### src/rtl/fifo_wr_arbiter.sv
// Round-robin, packet-granular write arbiter sharing one FIFO write port
// among NUM_REQ requesters. A grant is held until the last beat is accepted
// or MAX_BEATS beats have gone through, whichever comes first.
module fifo_wr_arbiter #(
  parameter int NUM_REQ      = 4,
  parameter int REQ_ID_WIDTH = 2,
  parameter int DATA_WIDTH   = 8,
  parameter int MAX_BEATS    = 16,
  parameter int CNT_WIDTH    = 5
) (
  input  logic                          clk,
  input  logic                          rst,
  input  logic [NUM_REQ-1:0]            req_valid,
  input  logic [NUM_REQ-1:0]            req_last,
  input  logic [NUM_REQ*DATA_WIDTH-1:0] req_data,
  output logic [NUM_REQ-1:0]            req_ready,
  input  logic                          fifo_full,
  output logic                          fifo_wr_rqst,
  output logic [DATA_WIDTH-1:0]         fifo_wr_data,
  output logic                          grant_active,
  output logic [REQ_ID_WIDTH-1:0]       grant_id,
  output logic                          pkt_err
);

  typedef enum logic {
    IDLE = 1'b0,
    XFER = 1'b1
  } state_t;

  state_t                  state_q, state_d;
  logic [REQ_ID_WIDTH-1:0] grantId_q, grantId_d;
  logic [CNT_WIDTH-1:0]    beatCnt_q, beatCnt_d;
  logic                    pktErr_q, pktErr_d;

  logic [REQ_ID_WIDTH-1:0] selId;
  logic                    selFound;
  logic                    accept;
  logic [DATA_WIDTH-1:0]   dataArr [NUM_REQ];

  // Unpack the flat data bus so the write-data mux indexes by requester id
  for (genvar i = 0; i < NUM_REQ; i++) begin : g_unpack
    assign dataArr[i] = req_data[i*DATA_WIDTH +: DATA_WIDTH];
  end

  // Round-robin search starting one past the last grant, wrapping around
  always_comb begin
    logic [REQ_ID_WIDTH-1:0] idx;
    selFound = 1'b0;
    selId    = grantId_q;
    idx      = '0;
    for (int k = 1; k <= NUM_REQ; k++) begin
      idx = REQ_ID_WIDTH'((int'(grantId_q) + k) % NUM_REQ);
      if (!selFound && req_valid[idx]) begin
        selFound = 1'b1;
        selId    = idx;
      end
    end
  end

  // Next-state and handshake logic; writes are gated by full so none is dropped
  always_comb begin
    state_d      = state_q;
    grantId_d    = grantId_q;
    beatCnt_d    = beatCnt_q;
    pktErr_d     = pktErr_q;
    req_ready    = '0;
    accept       = 1'b0;
    unique case (state_q)
      IDLE: begin
        if (selFound) begin
          grantId_d = selId;
          beatCnt_d = '0;
          state_d   = XFER;
        end
      end
      XFER: begin
        req_ready[grantId_q] = !fifo_full;
        accept               = req_valid[grantId_q] & !fifo_full;
        if (accept) begin
          beatCnt_d = beatCnt_q + 1'b1;
          if (req_last[grantId_q]) begin
            state_d = IDLE;
          end else if (beatCnt_q == CNT_WIDTH'(MAX_BEATS - 1)) begin
            state_d  = IDLE;
            pktErr_d = 1'b1;
          end
        end
      end
      default: state_d = IDLE;
    endcase
  end

  // State register; reset abandons any packet in flight
  always_ff @(posedge clk) begin
    if (rst) begin
      state_q   <= IDLE;
      grantId_q <= REQ_ID_WIDTH'(NUM_REQ - 1);
      beatCnt_q <= '0;
      pktErr_q  <= 1'b0;
    end else begin
      state_q   <= state_d;
      grantId_q <= grantId_d;
      beatCnt_q <= beatCnt_d;
      pktErr_q  <= pktErr_d;
    end
  end

  assign fifo_wr_rqst = accept;
  assign fifo_wr_data = dataArr[grantId_q];
  assign grant_active = (state_q == XFER);
  assign grant_id     = grantId_q;
  assign pkt_err      = pktErr_q;

endmodule

### config.mk
export PLATFORM = sky130hd
export DESIGN_NAME = fifo_wr_arbiter
export DESIGN_NICKNAME = d
export VERILOG_FILES = /design/src/rtl/fifo_wr_arbiter.sv
export SDC_FILE = /design/constraint.sdc
export NUM_CORES = 1
export LEC_CHECK = 0
export ABC_AREA = 0
export CORE_ASPECT_RATIO = 0.9
export CORE_MARGIN = 2
export CORE_UTILIZATION = 35
export DETAILED_ROUTE_END_ITERATION = 8
export PLACE_DENSITY_LB_ADDON = 0.08
export SLEW_MARGIN = 15
export SYNTH_ARGS = -nofsm -noshare
export SYNTH_HDL_FRONTEND = slang
export SYNTH_SLANG_ARGS = --single-unit
### constraint.sdc
create_clock -name clk -period 3.3 [get_ports clk]
set_clock_uncertainty 0.1 [all_clocks]
set_input_delay 0.495 -clock clk [delete_from_list [all_inputs] [get_ports clk]]
set_output_delay 0.495 -clock clk [all_outputs]
set_load 0.005 [all_outputs]
==> impl_metrics.env <==
export IMPL_p_leak_nw=0.6219
export IMPL_p_per_area_nw_per_um2=544.5
export IMPL_drv_slew=0
export IMPL_ant_nets=0
export IMPL_clock_latency_ns=0.26
export IMPL_ys_top_cells_by_area="mux4_2, dfxtp_1, ha_1"
export IMPL_multiInputGateArea_um2=653.1
export IMPL_die_h_um=51.70
export IMPL_track_usage=0.1653
export IMPL_grt_ovfl_total=0
export IMPL_grt_pass1_vias=832
export IMPL_cp_max_fo=6
export IMPL_viasPerCell=5.046
export IMPL_drt_wl_total_mm=2.370
export IMPL_drive_above_1_share=0.1448
export IMPL_cts_sinks=9
export IMPL_cts_root_buf="clkbuf_4"
export IMPL_h_tree_depth=1
export IMPL_cts_buffers=3
export IMPL_p_comb_frac=0.712
export IMPL_setup_violations=0
export IMPL_hp_class="reg2reg"
export IMPL_synth_warnings=0
export IMPL_antenna_cells=0
export IMPL_maxCapViolations=0
export IMPL_p_sw_w=0.0002916
export IMPL_dieArea_um2=2946
export IMPL_io_buffer_count=59
export IMPL_stdcell_area_um2=1534
export IMPL_netlist_area_um2=884.6
export IMPL_ys_dominant_reg_cell="dfxtp_1"
export IMPL_area_growth_syn_to_layout_pct=73.41
export IMPL_num_vias=873
export IMPL_path_class="in2out"
export IMPL_rr_worst_depth=6
export IMPL_cp_required_ns=2.70
export IMPL_synthTopCellsByCount="mux4_2, dfxtp_1, nor2_1"
export IMPL_synth_edf_count=0
export IMPL_ys_ff_latch=9
export IMPL_post_synth_top_count_cell="mux4_2"
export IMPL_synthCells=83
export IMPL_synth_top_area_cell="mux4_2"
export IMPL_totalNegativeSetupSlack_ns=0
export IMPL_dpl_hpwl_mm=1.952
export IMPL_cts_resized_gates=0
export IMPL_rsz0062_at_grt="false"
export IMPL_timing_rr_start="grant_id[0]$_SDFFE_PP1P_"
export IMPL_cts_hold_buffers=0
export IMPL_yosysUniqueCellTypes=32
export IMPL_layout_nets=195
export IMPL_worst_pin_slew_ns=0.4685
export IMPL_power_internal_w=0.0005436
export IMPL_switching_share=0.3492
export IMPL_grt_max_degree=16
export IMPL_ios=60
export IMPL_period_minus_slack_ns=2.815
export IMPL_rows=17
export IMPL_grt_pass1_wl_mm=3.836
export IMPL_first_pass_iters=4
export IMPL_crit_end="fifo_wr_rqst"
export IMPL_antenna_found_initial=0
export IMPL_gp_congestion=0.7692
export IMPL_dp_cells=169
export IMPL_hold_viol_final=0
export IMPL_r2r_slack_ns=1.03
export IMPL_drcViolationCount=0
export IMPL_synthArstFlopShare=0
export IMPL_startpoint="req_valid[3]"
export IMPL_max_freq_mhz=355.3
export IMPL_max_vdd_ir_drop_mv=0.3980
export IMPL_dr_first_iter_drc_count=13
export IMPL_wl_per_cell_um=13.70
export IMPL_power_frac_clock=0.105
export IMPL_seq_area_frac_synth=0.2037
export IMPL_seqCellArea_um2=180.2
export IMPL_nFillCells=202
export IMPL_path_clk_slew_ns=0.06
export IMPL_clk_path_buf_depth=2
export IMPL_seqPwrFrac=0.183
export IMPL_cts_tree="done"
export IMPL_fin_util=0.6326
export IMPL_final_cells=173
export IMPL_start_util=0.3648
export IMPL_dpl_cell_area_um2=1508
export IMPL_synth_top_area_frac=0.3055
export IMPL_postCtsSetupRepairBufs=0
export IMPL_fp_coreArea_um2=2425
export IMPL_endpoint_kind="primary output"
export IMPL_avgSynthCellArea_um2=10.66
export IMPL_relSlewSlack=0.6848
export IMPL_die_w_um=56.99
export IMPL_finalCritPeriodShare=0.8530
export IMPL_crit_arrival_ns=2.22
export IMPL_worst_r2r_endpoint="grant_id[1]$_SDFFE_PP1P_"
export IMPL_synthesis_nets=132
export IMPL_outcome="finished clean"
export IMPL_hold_slack_ns=0.3900
export IMPL_start_kind="input pin"
==> through the flow <==
| step | power (W) | worst slack, ns |
|---|---|---|
| 6_report | 0.0008352 | 0.4852 |
| 3_3_place_gp | 0.0007485 | 0.5278 |
| 3_5_place_dp | 0.0007553 | 0.4889 |
| 2_1_floorplan | 0.0005096 | 0.9832 |
| 5_1_grt | 0.0008948 | 0.4126 |
| 4_1_cts | 0.0008440 | 0.4875 |
==> worst min path at each step <==
| stage | from | end | slack (ns) | depth (start not counted) |
|---|---|---|---|---|
| 6_report | pkt_err$_SDFFE_PP0P_ | pkt_err$_SDFFE_PP0P_ | 0.39 | 2 |
| 5_1_grt | pkt_err$_SDFFE_PP0P_ | pkt_err$_SDFFE_PP0P_ | 0.42 | 2 |
| 4_1_cts | pkt_err$_SDFFE_PP0P_ | pkt_err$_SDFFE_PP0P_ | 0.39 | 2 |
| 3_5_place_dp | pkt_err$_SDFFE_PP0P_ | pkt_err$_SDFFE_PP0P_ | 0.37 | 2 |
| 3_3_place_gp | pkt_err$_SDFFE_PP0P_ | pkt_err$_SDFFE_PP0P_ | 0.37 | 2 |
| 2_1_floorplan | pkt_err$_SDFFE_PP0P_ | pkt_err$_SDFFE_PP0P_ | 0.36 | 2 |
==> routing by layer <==
layer | wire length (µm) | track usage | up-vias
met1 | 1100 | 0.2220 | 392
li1 | - | - | 445
met3 | 179 | 0.04975 | 0
met5 | 0 | 0 | -
met4 | 0 | 0.02326 | 0
met2 | 1090 | 0.2701 | 36
==> sequential cells by signal, indices dropped and copies added (netlist names) <==
name,flops
grant_active,1
pkt_err,1
beatCnt_q,5
grant_id,2
==> power by group through the flow <==
| stage | registers, W | logic (W) | clock network [W] |
|---|---|---|---|
| after global placement | 0.000156 | 0.000593 | 0 |
| after global routing | 0.000160 | 0.000643 | 0.0000920 |
| after CTS | 0.000155 | 0.000601 | 0.0000884 |
| final | 0.000153 | 0.000594 | 0.0000878 |
| after detailed placement | 0.000157 | 0.000598 | 0 |
| after floorplan | 0.000147 | 0.000363 | 0 |
==> kinds of logic (layout without fill, tap and decap cells) <==
logic type / count (synthesis) / in the layout / share of synthesized area
AND/OR/NAND/NOR: 28 / 28 / 0.1712
multiplexers: 17 / 17 / 0.3819
AO/OA/AOI/OAI: 11 / 11 / 0.09052
buffers and inverters: 11 / 73 / 0.05799
flip-flops: 9 / 9 / 0.2037
adder cells (fa/ha/maj): 6 / 6 / 0.08486
XOR/XNOR: 1 / 1 / 0.009903
==> critical path: stages <==
cell and delay [ns]:
clkdlybuf4s50_1 0.48, mux4_2 0.56, and2_1 0.23, clkdlybuf4s50_1 0.46
==> layout by cell type, fill, tap and decap left out, types with 2 or more instances in the layout <==
cell / n
a21oi_1: 2
a31oi_1: 2
a32oi_1: 2
and2_1: 5
buf_4: 3
clkbuf_4: 3
clkdlybuf4s50_1: 59
dfxtp_1: 9
ha_1: 6
inv_1: 7
mux2i_1: 3
mux4_2: 12
nor2_1: 9
nor2b_1: 2
nor3_1: 3
==> area by class of cell <==
type                       count  area share
multi-input combinational     63      0.4258
timing repair buffer          62      0.3997
sequential                     9      0.1175
tap                           28     0.02284
clock buffer                   4     0.01713
inverter                       7     0.01713
Power figures use the tool's default switching activity.
